--- src/rtl/scoreboard_warp.sv ---
`default_nettype none
// ============================================================================
// Module   : scoreboard_warp
// Purpose  : Per-warp scoreboard beside IBuffer_warp. Tracks up to 2**ID_W
//            in-flight instructions, flags RAW/WAW hazards against the next
//            IBuffer candidate, allocates ScbIDs on grant and frees entries on
//            writeback clears and replay-complete notifications.
// Ports    : clk, rst                      - clock, synchronous active-high reset
//            Src1/Src2/Dst_IB_Scb (+Valid) - candidate register IDs
//            RP_Grt_IB_Scb                 - allocate entry for candidate
//            Replayable_IB_Scb             - candidate is LW/SW
//            Replay_Complete_*_IB_Scb      - replay finished for an entry
//            Clear_*_WB_Scb                - writeback finished for an entry
//            Full/Empty_Scb_IB             - occupancy status
//            Dependent_Scb_IB              - candidate hazards a valid entry
//            ScbID_Scb_IB                  - ID the next allocation will use
// Options  : SCB_MEM_ORDER_EN - when defined, a memory candidate is also
//            dependent on any valid memory entry whose replay is incomplete.
// Revision : 1.0 - initial release
// ============================================================================
module scoreboard_warp #(
  parameter int REG_W = 5,
  parameter int ID_W  = 2
) (
  input  logic             clk,
  input  logic             rst,
  input  logic [REG_W-1:0] Src1_IB_Scb,
  input  logic [REG_W-1:0] Src2_IB_Scb,
  input  logic [REG_W-1:0] Dst_IB_Scb,
  input  logic             Src1_Valid_IB_Scb,
  input  logic             Src2_Valid_IB_Scb,
  input  logic             Dst_Valid_IB_Scb,
  input  logic             RP_Grt_IB_Scb,
  input  logic             Replayable_IB_Scb,
  input  logic             Replay_Complete_IB_Scb,
  input  logic [ID_W-1:0]  Replay_Complete_ScbID_IB_Scb,
  input  logic             Replay_Complete_SW_LWbar_IB_Scb,
  input  logic             Clear_Valid_WB_Scb,
  input  logic [ID_W-1:0]  Clear_ScbID_WB_Scb,
  output logic             Full_Scb_IB,
  output logic             Empty_Scb_IB,
  output logic             Dependent_Scb_IB,
  output logic [ID_W-1:0]  ScbID_Scb_IB
);

  localparam int N = 2 ** ID_W;

  // Per-entry state: valid, destination, dest-valid, replayable,
  // replay-complete, writeback-done.
  logic [N-1:0]     v_q,  v_d;
  logic [N-1:0]     dv_q, dv_d;
  logic [N-1:0]     r_q,  r_d;
  logic [N-1:0]     c_q,  c_d;
  logic [N-1:0]     w_q,  w_d;
  logic [REG_W-1:0] d_q [N];
  logic [REG_W-1:0] d_d [N];

  logic [ID_W-1:0]  free_id;
  logic             dep;

  // Status derives from registered valid bits only.
  assign Full_Scb_IB  = &v_q;
  assign Empty_Scb_IB = ~|v_q;
  assign ScbID_Scb_IB = free_id;
  assign Dependent_Scb_IB = dep;

  // Lowest-index free entry; scanning downward leaves the lowest one last.
  always_comb begin
    free_id = '0;
    for (int i = N - 1; i >= 0; i--) begin
      if (!v_q[i]) free_id = ID_W'(i);
    end
  end

  // Hazard detection against registered entries; no bypass of this
  // cycle's frees, and independent of the grant to avoid a loop.
  always_comb begin
    dep = 1'b0;
    for (int i = 0; i < N; i++) begin
      if (v_q[i] && dv_q[i]) begin
        if (Src1_Valid_IB_Scb && (Src1_IB_Scb == d_q[i])) dep = 1'b1;
        if (Src2_Valid_IB_Scb && (Src2_IB_Scb == d_q[i])) dep = 1'b1;
        if (Dst_Valid_IB_Scb  && (Dst_IB_Scb  == d_q[i])) dep = 1'b1;
      end
`ifdef SCB_MEM_ORDER_EN
      if (Replayable_IB_Scb && v_q[i] && r_q[i] && !c_q[i]) dep = 1'b1;
`endif
    end
  end

  always_comb begin
    v_d  = v_q;
    dv_d = dv_q;
    r_d  = r_q;
    c_d  = c_q;
    w_d  = w_q;
    for (int i = 0; i < N; i++) d_d[i] = d_q[i];

    // Writeback clear: free if replay already done, else remember it.
    if (Clear_Valid_WB_Scb && v_q[Clear_ScbID_WB_Scb]) begin
      if (c_q[Clear_ScbID_WB_Scb]) v_d[Clear_ScbID_WB_Scb] = 1'b0;
      else                         w_d[Clear_ScbID_WB_Scb] = 1'b1;
    end

    // Replay complete: SW never writes back; LW frees once its writeback
    // has been seen, including one arriving in this same cycle.
    if (Replay_Complete_IB_Scb && v_q[Replay_Complete_ScbID_IB_Scb]
        && r_q[Replay_Complete_ScbID_IB_Scb]) begin
      if (Replay_Complete_SW_LWbar_IB_Scb) begin
        v_d[Replay_Complete_ScbID_IB_Scb] = 1'b0;
      end else if (w_q[Replay_Complete_ScbID_IB_Scb] ||
                   (Clear_Valid_WB_Scb &&
                    (Clear_ScbID_WB_Scb == Replay_Complete_ScbID_IB_Scb))) begin
        v_d[Replay_Complete_ScbID_IB_Scb] = 1'b0;
      end else begin
        c_d[Replay_Complete_ScbID_IB_Scb] = 1'b1;
      end
    end

    // Allocation targets an entry that is invalid in registered state,
    // so it never collides with the clears above.
    if (RP_Grt_IB_Scb && !Full_Scb_IB) begin
      v_d[free_id]  = 1'b1;
      d_d[free_id]  = Dst_IB_Scb;
      dv_d[free_id] = Dst_Valid_IB_Scb;
      r_d[free_id]  = Replayable_IB_Scb;
      c_d[free_id]  = !Replayable_IB_Scb;
      w_d[free_id]  = 1'b0;
    end
  end

  always_ff @(posedge clk) begin
    if (rst) begin
      v_q  <= '0;
      dv_q <= '0;
      r_q  <= '0;
      c_q  <= '0;
      w_q  <= '0;
      for (int i = 0; i < N; i++) d_q[i] <= '0;
    end else begin
      v_q  <= v_d;
      dv_q <= dv_d;
      r_q  <= r_d;
      c_q  <= c_d;
      w_q  <= w_d;
      for (int i = 0; i < N; i++) d_q[i] <= d_d[i];
    end
  end

endmodule
`default_nettype wire

--- config.mk ---
export PLATFORM = sky130hd
export DESIGN_NAME = scoreboard_warp
export DESIGN_NICKNAME = d
export VERILOG_FILES = /design/src/rtl/scoreboard_warp.sv
export SDC_FILE = /design/constraint.sdc
export NUM_CORES = 1
export LEC_CHECK = 0
export BUFFER_PORTS_ARGS = -buffer_cell sky130_fd_sc_hd__clkbuf_2
export CAP_MARGIN = 10
export CORE_MARGIN = 2
export CORE_UTILIZATION = 50
export DETAILED_ROUTE_END_ITERATION = 16
export PLACE_DENSITY = 0.78
export SLEW_MARGIN = 10
export SYNTH_ARGS = -nofsm -noshare
export SYNTH_HDL_FRONTEND = slang
export SYNTH_SLANG_ARGS = --single-unit
--- constraint.sdc ---
create_clock -name clk -period 1.8 [get_ports clk]
set_input_delay 0.09 -clock clk [delete_from_list [all_inputs] [get_ports clk]]
set_output_delay 0.09 -clock clk [all_outputs]
set_load 0.02 [all_outputs]
==> impl_metrics.csv <==
group,metric,value,unit
final_layout,final_nets,371,
logic_synthesis,synth_cell_types,34,
logic_synthesis,synth_top_cell_area_share,32.9,%
clock_tree,cts_buffers,5,
die,pin_count,34,
clock_tree,cts.sinks,40,
final_layout,fin_util,62.8,%
clock_tree,cts_tree,"yes",
routing,drc,0,
clock_tree,clk_latency,0.30,ns
timing,skew,0.00518,ns
logic_synthesis,syn-num-nets,338,
timing,fin_crit,1.91,ns
outcome,status,"finished, violations left",
power_and_ir_drop,vdd_ir_drop_max,362,uV
clock_tree,cts_buffer_depth,2,
worst_hold_path,min_to,"c_q[2]",
setup_path,worstSetupStartpointType,"flop",
timing,worst_pin_slew,0.658,ns
final_layout,n_fill_cell,411,
placement,hpwl,4560,um
setup_path,reg2reg_setup_slack,0.01,ns
placement,io_buffers,33,
logic_synthesis,syn_area,0.00243,mm2
logic_synthesis,syn_inst,309,
final_layout,area_delta_synth_final,21.3,%
setup_path,critPathMaxFanout,4,
routing,vias_per_cell,5.95,
setup_path,critPathCaptureType,"output port",
routing,drtAntennaViolNets,0,
timing,setup_ws,-0.105,ns
grt,grt_use_total,24.4,%
setup_path,worstSetupStartpoint,"d_q[2][4]",
logic_synthesis,synth-main-ff-cell,"dfxtp_1",
power_and_ir_drop,total_power,1.90,mW
grt,grt_pass1_wl,10200,um
timing,finalSetupViolCount,1,
setup_path,r2r_start,"w_q[2]",
routing,vias,2363,
setup_path,path_class,"flop to output port",
final_layout,fin_cells,397,
logic_synthesis,yosys_warnings,0,
power_and_ir_drop,leakage,1.13,nW
die,die_width,73.7,um
logic_synthesis,synth_edf_count,0,
outcome,violations,"negative setup slack",
grt,grt_max_degree,41,
routing,drt_iter0_markers,176,
die,die_area,0.00544,mm2
die,rows,25,
timing,drv_slew,0,
setup_path,crit_arrival,1.82,ns
timing,hold_viol,0,
routing,dr.pass1.iters,4,
placement,placedCellCount,386,
timing,rsz0062_at_grt,"yes",
logic_synthesis,yosysSeqAreaShare,32.9,%
timing,whs,0.102,ns
logic_synthesis,yosys.area.top_type,"dfxtp_1",
clock_tree,clkTransAtPathRegs,0.07,ns
power_and_ir_drop,power_density,644,mW/mm2
routing,wl_per_cell,16.7,um
logic_synthesis,avgSynthCellArea,7.87,um2
logic_synthesis,async_flop_share,0,%
timing,relSlewSlack,56.1,%
final_layout,drive_gt1_share,26.5,%
setup_path,worstPathRequired,1.71,ns
setup_path,r2r-end,"c_q[1]",
worst_hold_path,hp-start,"Replayable_IB_Scb",
timing,timing.final.crit_share,106,%
worst_hold_path,hold_class,"input pin to flop",
clock_tree,htreeDepth,2,
routing,routed_wl,6630,um
clock_tree,clk_root_buffer_cell,"clkbuf_8",
final_layout,n_antenna_cell,0,
grt,overflow,0,
timing,fmax,525,MHz
die,core-area,0.00469,mm2
die,initial_utilization,51.8,%
grt,antenna_found_initial,0,
worst_hold_path,hold_depth,2,
setup_path,rr_worst_depth,5,
logic_synthesis,synth.area.top_cells,"dfxtp_1 (33%), xor2_1 (16%), nand2_1 (8.0%)",
logic_synthesis,ys_ff_latch,40,
logic_synthesis,synth.most_common_cell,"nand2_1",
placement,gp_congestion,0.950,
grt,grt_pass1_vias,2173,
logic_synthesis,synth_common_cells,"nand2_1 (52), xor2_1 (45), dfxtp_1 (40), a21oi_1 (32), nor2_1 (18)",
run,timing.max_cap.violations,0,
die,die_y,73.7,um
==> area by class of cell <==
class / instances / area, um2 / share of cell area (%)
Inverter: 6 / 22.5 / 0.764
Clock buffer: 8 / 90.1 / 3.06
Tap cell: 54 / 67.6 / 2.29
Multi-Input combinational cell: 244 / 1640 / 55.6
Sequential cell: 40 / 865 / 29.3
Timing Repair Buffer: 45 / 265 / 9.00
==> stage by stage <==
step	TNS, ns	cell area (um2)	setup slack, ns
after floorplan	0	2430	0.180
after global placement	0	2650	0.0907
after detailed placement	0	2650	0.0289
after CTS	-0.0910	2840	-0.0910
after global routing	-0.309	2950	-0.170
final	-0.105	2950	-0.105
==> sequential cells by signal (all words and copies together), names as in the netlist <==
signal	count
c_q	4
d_q	20
dv_q	4
r_q	4
v_q	4
w_q	4
==> worst max-delay path by stage <==
stage	endpoint	depth (start not counted)
final	Dependent_Scb_IB	6
after global routing	Dependent_Scb_IB	6
after global placement	c_q[0]	5
after detailed placement	c_q[1]	5
after CTS	Dependent_Scb_IB	6
after floorplan	c_q[1]	5
==> layout by cell type, fill, tap and decap left out, types with 2 or more instances in the layout <==
master,n
nand2_1,52
xor2_1,35
a21oi_1,32
clkbuf_2,32
nor2_1,18
xnor2_1,17
dfxtp_1,17
dfxtp_4,14
nand4_1,12
buf_4,12
nor4_1,10
xor2_2,10
dfxtp_2,9
nand3_1,8
mux2i_1,7
o21ai_0,6
inv_1,6
nor3_1,6
clkbuf_8,6
nor2b_1,4
nand2b_1,3
o32a_1,3
and2_1,2
nor4_2,2
nor3b_1,2
a41o_1,2
a211oi_1,2
clkbuf_1,2
==> worst max-delay path, stage by stage (launching register included) <==
cell	delay [ns]
dfxtp_4	0.39
xor2_2	0.18
nor4_2	0.07
nand4_1	0.09
nand4_1	0.11
or4_4	0.55
buf_8	0.14
==> kinds of logic (layout without fill, tap and decap cells) <==
family / count (synthesis) / in the layout / share of synthesized area, %
xor+xnor: 62 / 62 / 22.3
mux: 8 / 8 / 3.81
simple gates: 124 / 124 / 24.3
flops: 40 / 40 / 32.9
compound gates: 50 / 50 / 12.4
buf+inv: 25 / 59 / 4.27
==> metal layers <==
layer  share of wire, %  track usage (%)
met5                  0                0
met4                3.5             11.1
met2                 50             41.2
met1                 41             29.9
met3                5.9             4.66
==> power by group <==
part	internal [mW]	switching [mW]	total (mW)
combinational	0.138	0.196	0.335
sequential	0.898	0.0394	0.938
clock	0.313	0.313	0.626
==> timing repair <==
item,in CTS,in global routing
setup buffers,3,0
hold buffers,0,0
pin swaps,6,3
resized for setup,37,19
setup endpoints to repair,1,4
No activity file was read; power rests on OpenSTA's default activity.
